--- src/rtl/riscv_pkg.sv ---
// Shared encodings for the multi-cycle RISC-V control path: opcodes, FSM states, datapath mux selects.
// Latency: none (constants and types only).
// Backpressure: none.
package riscv_pkg;

    // Opcode field values the sequencer understands
    localparam logic [6:0] OP_R      = 7'h33;
    localparam logic [6:0] OP_I      = 7'h13;
    localparam logic [6:0] OP_JALR   = 7'h67;
    localparam logic [6:0] OP_LUI    = 7'h37;
    localparam logic [6:0] OP_B      = 7'h63;
    localparam logic [6:0] OP_S      = 7'h23;
    localparam logic [6:0] OP_LOAD   = 7'h03;
    localparam logic [6:0] OP_JAL    = 7'h6F;

    // Sequencer states; encodings are visible on the debug port
    typedef enum logic [3:0] {
        S_INIT     = 4'd0,
        S_FETCH    = 4'd1,
        S_DECODE   = 4'd2,
        S_EXEC     = 4'd3,
        S_ALU_WB   = 4'd4,
        S_MEM_ADDR = 4'd5,
        S_MEM_RD   = 4'd6,
        S_MEM_WB   = 4'd7,
        S_MEM_WR   = 4'd8,
        S_BRANCH   = 4'd9,
        S_JAL      = 4'd10,
        S_JALR     = 4'd11,
        S_TRAP     = 4'd12
    } state_e;

    // ALU operation classes
    localparam logic [2:0] ALU_R     = 3'b000;
    localparam logic [2:0] ALU_I     = 3'b001;
    localparam logic [2:0] ALU_U     = 3'b010;
    localparam logic [2:0] ALU_B     = 3'b011;
    localparam logic [2:0] ALU_S     = 3'b101;
    localparam logic [2:0] ALU_ADD   = 3'b110;
    localparam logic [2:0] ALU_J     = 3'b111;

    // ALU operand A select
    localparam logic [1:0] SRC_A_PC    = 2'b00;
    localparam logic [1:0] SRC_A_RS1   = 2'b01;
    localparam logic [1:0] SRC_A_OLDPC = 2'b10;

    // ALU operand B select
    localparam logic [1:0] SRC_B_RS2   = 2'b00;
    localparam logic [1:0] SRC_B_FOUR  = 2'b01;
    localparam logic [1:0] SRC_B_IMM   = 2'b10;

    // Register writeback source
    localparam logic [1:0] WB_ALUOUT = 2'b00;
    localparam logic [1:0] WB_MDR    = 2'b01;
    localparam logic [1:0] WB_PC     = 2'b10;

endpackage

--- src/rtl/mem_wait_timer.sv ---
// Counts consecutive cycles a memory request has been stalled and flags the last allowed stall cycle.
// Latency: expired is combinational from the current count and count_en.
// Backpressure: none; TIMEOUT_CYCLES = 0 disables expiry.
module mem_wait_timer #(
    parameter int TIMEOUT_CYCLES = 16,
    parameter int TIMER_W        = 5
) (
    input  logic clk,
    input  logic reset,
    input  logic clear,
    input  logic count_en,
    output logic expired
);

    localparam int               LIM   = (TIMEOUT_CYCLES > 0) ? TIMEOUT_CYCLES - 1 : 0;
    localparam logic [TIMER_W-1:0] LIMIT = TIMER_W'(LIM);

    logic [TIMER_W-1:0] count;

    // Stall counter: cleared whenever not stalling, saturates rather than wrapping
    always_ff @(posedge clk or negedge reset) begin
        if (!reset) begin
            count <= '0;
        end else if (clear) begin
            count <= '0;
        end else if (count_en && (count != '1)) begin
            count <= count + 1'b1;
        end
    end

    // The stall that would bring the count to the limit is the one that trips the trap
    assign expired = (TIMEOUT_CYCLES != 0) && count_en && (count == LIMIT);

endmodule

--- src/rtl/multi_cycle_control.sv ---
// Multi-cycle RISC-V sequencer stepping the shared datapath through fetch/decode/execute/memory/writeback.
// Latency: 3-5 cycles per instruction with zero-wait memory, +1 per memory wait cycle.
// Backpressure: stalls in FETCH/MEM_RD/MEM_WR until Mem_Ready_i; traps after TIMEOUT_CYCLES stalled cycles.
module multi_cycle_control
    import riscv_pkg::*;
#(
    parameter int TIMEOUT_CYCLES = 16,
    parameter int TIMER_W        = 5
) (
    input  logic       clk,
    input  logic       reset,
    input  logic [6:0] OP_i,
    input  logic       Mem_Ready_i,
    output logic       PC_Write_o,
    output logic       Branch_o,
    output logic       PC_Src_o,
    output logic       I_or_D_o,
    output logic       Mem_Read_o,
    output logic       Mem_Write_o,
    output logic       IR_Write_o,
    output logic [1:0] Mem_to_Reg_o,
    output logic       Reg_Write_o,
    output logic [1:0] ALU_Src_A_o,
    output logic [1:0] ALU_Src_B_o,
    output logic [2:0] ALU_Op_o,
    output logic       Instr_Done_o,
    output logic       Illegal_o,
    output logic       Bus_Err_o,
    output logic [3:0] State_o
);

    state_e state;
    logic   illegal_q;
    logic   bus_err_q;
    logic   in_wait;
    logic   stall;
    logic   expired;

    assign in_wait = (state == S_FETCH) || (state == S_MEM_RD) || (state == S_MEM_WR);
    assign stall   = in_wait && !Mem_Ready_i;

    // Any non-stall cycle (ready, or not in a wait state) restarts the count, which also covers state entry
    mem_wait_timer #(
        .TIMEOUT_CYCLES (TIMEOUT_CYCLES),
        .TIMER_W        (TIMER_W)
    ) u_wait_timer (
        .clk      (clk),
        .reset    (reset),
        .clear    (!stall),
        .count_en (stall),
        .expired  (expired)
    );

    // State sequencing plus the sticky trap-cause flags
    always_ff @(posedge clk or negedge reset) begin
        if (!reset) begin
            state     <= S_INIT;
            illegal_q <= 1'b0;
            bus_err_q <= 1'b0;
        end else begin
            case (state)
                S_INIT:     state <= S_FETCH;
                S_FETCH: begin
                    if (Mem_Ready_i) begin
                        state <= S_DECODE;
                    end else if (expired) begin
                        state     <= S_TRAP;
                        bus_err_q <= 1'b1;
                    end
                end
                S_DECODE: begin
                    case (OP_i)
                        OP_R, OP_I, OP_LUI: state <= S_EXEC;
                        OP_LOAD, OP_S:      state <= S_MEM_ADDR;
                        OP_B:               state <= S_BRANCH;
                        OP_JAL:             state <= S_JAL;
                        OP_JALR:            state <= S_JALR;
                        default: begin
                            state     <= S_TRAP;
                            illegal_q <= 1'b1;
                        end
                    endcase
                end
                S_EXEC:     state <= S_ALU_WB;
                S_MEM_ADDR: state <= (OP_i == OP_LOAD) ? S_MEM_RD : S_MEM_WR;
                S_MEM_RD: begin
                    if (Mem_Ready_i) begin
                        state <= S_MEM_WB;
                    end else if (expired) begin
                        state     <= S_TRAP;
                        bus_err_q <= 1'b1;
                    end
                end
                S_MEM_WR: begin
                    if (Mem_Ready_i) begin
                        state <= S_FETCH;
                    end else if (expired) begin
                        state     <= S_TRAP;
                        bus_err_q <= 1'b1;
                    end
                end
                S_ALU_WB, S_MEM_WB, S_BRANCH, S_JAL, S_JALR: state <= S_FETCH;
                S_TRAP:     state <= S_TRAP;
                default:    state <= S_INIT;
            endcase
        end
    end

    // Moore decode of datapath controls; fetch IR/PC loads and the store's done pulse wait for ready
    always_comb begin
        PC_Write_o   = 1'b0;
        Branch_o     = 1'b0;
        PC_Src_o     = 1'b0;
        I_or_D_o     = 1'b0;
        Mem_Read_o   = 1'b0;
        Mem_Write_o  = 1'b0;
        IR_Write_o   = 1'b0;
        Mem_to_Reg_o = WB_ALUOUT;
        Reg_Write_o  = 1'b0;
        ALU_Src_A_o  = SRC_A_PC;
        ALU_Src_B_o  = SRC_B_RS2;
        ALU_Op_o     = ALU_R;
        Instr_Done_o = 1'b0;
        case (state)
            S_FETCH: begin
                Mem_Read_o  = 1'b1;
                ALU_Src_B_o = SRC_B_FOUR;
                ALU_Op_o    = ALU_ADD;
                IR_Write_o  = Mem_Ready_i;
                PC_Write_o  = Mem_Ready_i;
            end
            S_DECODE: begin
                ALU_Src_A_o = SRC_A_OLDPC;
                ALU_Src_B_o = SRC_B_IMM;
                ALU_Op_o    = ALU_ADD;
            end
            S_EXEC: begin
                ALU_Src_A_o = SRC_A_RS1;
                ALU_Src_B_o = (OP_i == OP_R) ? SRC_B_RS2 : SRC_B_IMM;
                ALU_Op_o    = (OP_i == OP_R) ? ALU_R : ((OP_i == OP_I) ? ALU_I : ALU_U);
            end
            S_ALU_WB: begin
                Reg_Write_o  = 1'b1;
                Instr_Done_o = 1'b1;
            end
            S_MEM_ADDR: begin
                ALU_Src_A_o = SRC_A_RS1;
                ALU_Src_B_o = SRC_B_IMM;
                ALU_Op_o    = (OP_i == OP_LOAD) ? ALU_ADD : ALU_S;
            end
            S_MEM_RD: begin
                I_or_D_o   = 1'b1;
                Mem_Read_o = 1'b1;
            end
            S_MEM_WB: begin
                Reg_Write_o  = 1'b1;
                Mem_to_Reg_o = WB_MDR;
                Instr_Done_o = 1'b1;
            end
            S_MEM_WR: begin
                I_or_D_o     = 1'b1;
                Mem_Write_o  = 1'b1;
                Instr_Done_o = Mem_Ready_i;
            end
            S_BRANCH: begin
                ALU_Src_A_o  = SRC_A_RS1;
                ALU_Op_o     = ALU_B;
                Branch_o     = 1'b1;
                PC_Src_o     = 1'b1;
                Instr_Done_o = 1'b1;
            end
            S_JAL: begin
                Reg_Write_o  = 1'b1;
                Mem_to_Reg_o = WB_PC;
                PC_Write_o   = 1'b1;
                PC_Src_o     = 1'b1;
                Instr_Done_o = 1'b1;
            end
            S_JALR: begin
                Reg_Write_o  = 1'b1;
                Mem_to_Reg_o = WB_PC;
                ALU_Src_A_o  = SRC_A_RS1;
                ALU_Src_B_o  = SRC_B_IMM;
                ALU_Op_o     = ALU_ADD;
                PC_Write_o   = 1'b1;
                Instr_Done_o = 1'b1;
            end
            default: begin
            end
        endcase
    end

    assign Illegal_o = illegal_q;
    assign Bus_Err_o = bus_err_q;
    assign State_o   = state;

endmodule

--- config.mk ---
export PLATFORM = sky130hd
export DESIGN_NAME = multi_cycle_control
export DESIGN_NICKNAME = d
export VERILOG_FILES = /design/src/rtl/riscv_pkg.sv /design/src/rtl/mem_wait_timer.sv /design/src/rtl/multi_cycle_control.sv
export SDC_FILE = /design/constraint.sdc
export NUM_CORES = 1
export LEC_CHECK = 0
export CAP_MARGIN = 15
export CORE_ASPECT_RATIO = 0.9
export CORE_MARGIN = 3
export CORE_UTILIZATION = 46
export DETAILED_ROUTE_END_ITERATION = 7
export PLACE_DENSITY = 0.79
export SLEW_MARGIN = 10
export SYNTH_ARGS = -nofsm -noshare
export SYNTH_HDL_FRONTEND = slang
export SYNTH_SLANG_ARGS = --single-unit
--- constraint.sdc ---
create_clock -name clk -period 2.75 [get_ports clk]
set_clock_uncertainty 0.2 [all_clocks]
set_input_delay 0.825 -clock clk [delete_from_list [all_inputs] [get_ports clk]]
set_output_delay 0.825 -clock clk [all_outputs]
set_load 0.05 [all_outputs]
==> metrics.txt <==
top-level I/O count=34; most frequent cells in the layout=24 x buf_4, 18 x buf_12, 16 x nor2_1, 8 x a21oi_1, 7 x dfrtp_1; failing checks=setup timing; final core utilization=81.93%; worst path cell trace=buf_8 > nand4bb_4 > buf_6 > o31a_1 > nor2_2 > a211o_4 > buf_12; initial core utilization=49.21%; post-synthesis register bit count=11; Setup WS post-layout=-0.1911 ns; slowest CP cell=o31a_1; vias per inst=5.630; Final nets=195; fin area=1821 um2; CP top delay family=compound AO/OA/AOI/OAI gates; # H-tree levels=1; syn nets=144; Synth Flop Type=dfrtp_1; total CTS buffers=3; hold_buf cts=0; CP max FO=3; fill count=146; post-DP HPWL=2.412 mm; clock sinks=11; commonest non-fill, non-tap cell in the layout=buf_4; Pre-antenna DRT Iters=5; Crit path largest cell delay=0.28 ns; Die Height=52.26 um; number of synthesized flops with an enable pin=0; total grt overflow=0; # DRC=0; fin. max-slew vios=0; worst setup path class=in2out; vias in the first global route=1240; Port Buf Inserts=33; critical path required time=1.73 ns; period utilisation layout=106.9%; syn_area_per_cell=8.348 um2; YS warnings=0; layout cells sized above 1=46.41%; core area=2222 um2; GR Util All Layers=24.89%; Cells after Synth=131; WL final=3.360 mm; DRT antenna net count=0; sequential area share after synthesis=25.17%; HP Class=reg2reg; CTS tree=done; Mapped Area=1094 um2; P per Cell Area=1333 nW/um2; register area=282.8 um2; static leakage=0.0007747 uW; VDD IR max=1.270 mV; Slew headroom=66.24%; largest net degree at the start of global routing=19; pre-CTS setup slack=-0.5798 ns; Horiz. Die Dim=57.40 um; Async S/R FF share, synth=100.0%; DR iter-0 viols=53; Buf/Inv on CP=3; Distinct cells, synth=53; FMAX=340.0 MHz; outcome=finished, violations left; area of the multi-input gates=804.5 um2; Setup crit start kind=input port; die area=2999 um2; Max Cap Viol=0; Worst-path clk slew=0.07 ns; RSZ-0062 raised after global routing=yes; clock period minus worst slack=2.941 ns; final hold vios=0; DP Cell Count=198; first-pass GRT wire length=5.699 mm; vias=1171; Row Count=16; critical path arrival=1.92 ns; Clock Path Buffers=2; Layout area overhead=66.48%; Critical Path Sink Type=output pin; Post-DP Area=1705 um2; slew of the pin with the lowest slew margin=0.5048 ns; worst skew pair latency=0.28 ns; ant diodes=0; root buffer cell=clkbuf_4; fin cells=208; initial antenna violation count=0; Final Wtd Congestion=0.9364; WL/cell=16.15 um; final setup vio count=3
-- worst paths after layout --
| path | startpoint | end | slack, ns | cells past startpoint |
|---|---|---|---|---|
| max in group asynchronous | reset | State_o[3] | 1.31 | 1 |
| setup reg to reg | u_wait_timer.count[0] | State_o[1] | 0.83 | 7 |
| hold / removal | Illegal_o | Illegal_o | 0.27 | 1 |
| setup / recovery | OP_i[3] | ALU_Op_o[1] | -0.19 | 7 |
| min in group asynchronous | reset | Bus_Err_o | 0.67 | 1 |
| hold reg to reg | Illegal_o | Illegal_o | 0.27 | 1 |
-- kinds of logic after synthesis --
| family | share of synthesized area, % |
|---|---|
| mux | 0.9154 |
| buf+inv | 7.665 |
| compound gates | 22.66 |
| simple gates | 35.36 |
| xor+xnor | 4.805 |
| fa+ha+maj | 3.433 |
| flops | 25.17 |
-- flip-flops by register name, summed over array words and instances (netlist names) --
register            cells
State_o                 4
u_wait_timer.count      5
Bus_Err_o               1
Illegal_o               1
-- metal layers --
layer  share of wire, %  global-route usage (%)
met1                 41                   31.00
met2                 49                   40.98
met3                8.6                   5.911
met4                1.8                   10.81
met5                  0                       0
-- metrics by stage --
stage          TNS [ns]  power [uW]  hold slack (ns)
6_report        -0.4627        2426           0.2673
2_1_floorplan   -0.5636        1454           0.2971
3_3_place_gp     -1.871        2196           0.2479
5_1_grt         -0.6357        2537           0.2985
4_1_cts         -0.6185        2376           0.2706
3_5_place_dp     -1.910        2222           0.2513
-- synth_stat cells (2+ instances only) --
master     n  share of area, %
o22ai_1    3               1.7
xor2_1     2               1.6
inv_1      5               1.7
xnor2_1    4               3.2
buf_6      3               3.1
nor2b_1    5               2.9
or3_1      2               1.1
and2_1     2               1.1
nor3_1     3               1.4
and3_1     2               1.1
buf_2      3               1.4
o21ai_0    5               2.3
a211o_1    2               1.6
nor2_1    20               6.9
nor4b_4    2               4.3
ha_1       3               3.4
nand2_1    7               2.4
dfrtp_1   11                25
a21oi_1    8               3.7
nand2b_1   5               2.9
o21a_1     2               1.4
-- power breakdown --
group          switching (uW)  total [uW]  internal, uW
clock network            59.7         116          56.5
registers                 105         313           207
logic                    1080        2000           917
total                    1250        2430          1180
-- cell type report --
type	instances	share of cell area [%]
sequential	11	15.53
tap	27	1.856
clock buffer	4	1.443
inverter	5	1.031
timing repair buffer	55	35.94
multi-input combinational	106	44.19
-- repair_timing --
| action | in CTS | in global routing |
|---|---|---|
| setup buffers | 5 | 1 |
| resized for setup | 39 | 7 |
| endpoints found under the setup margin | 7 | 6 |
| cloned | 0 | 0 |
| pin swaps | 10 | 6 |
No activity file was read; power rests on OpenSTA's default activity.
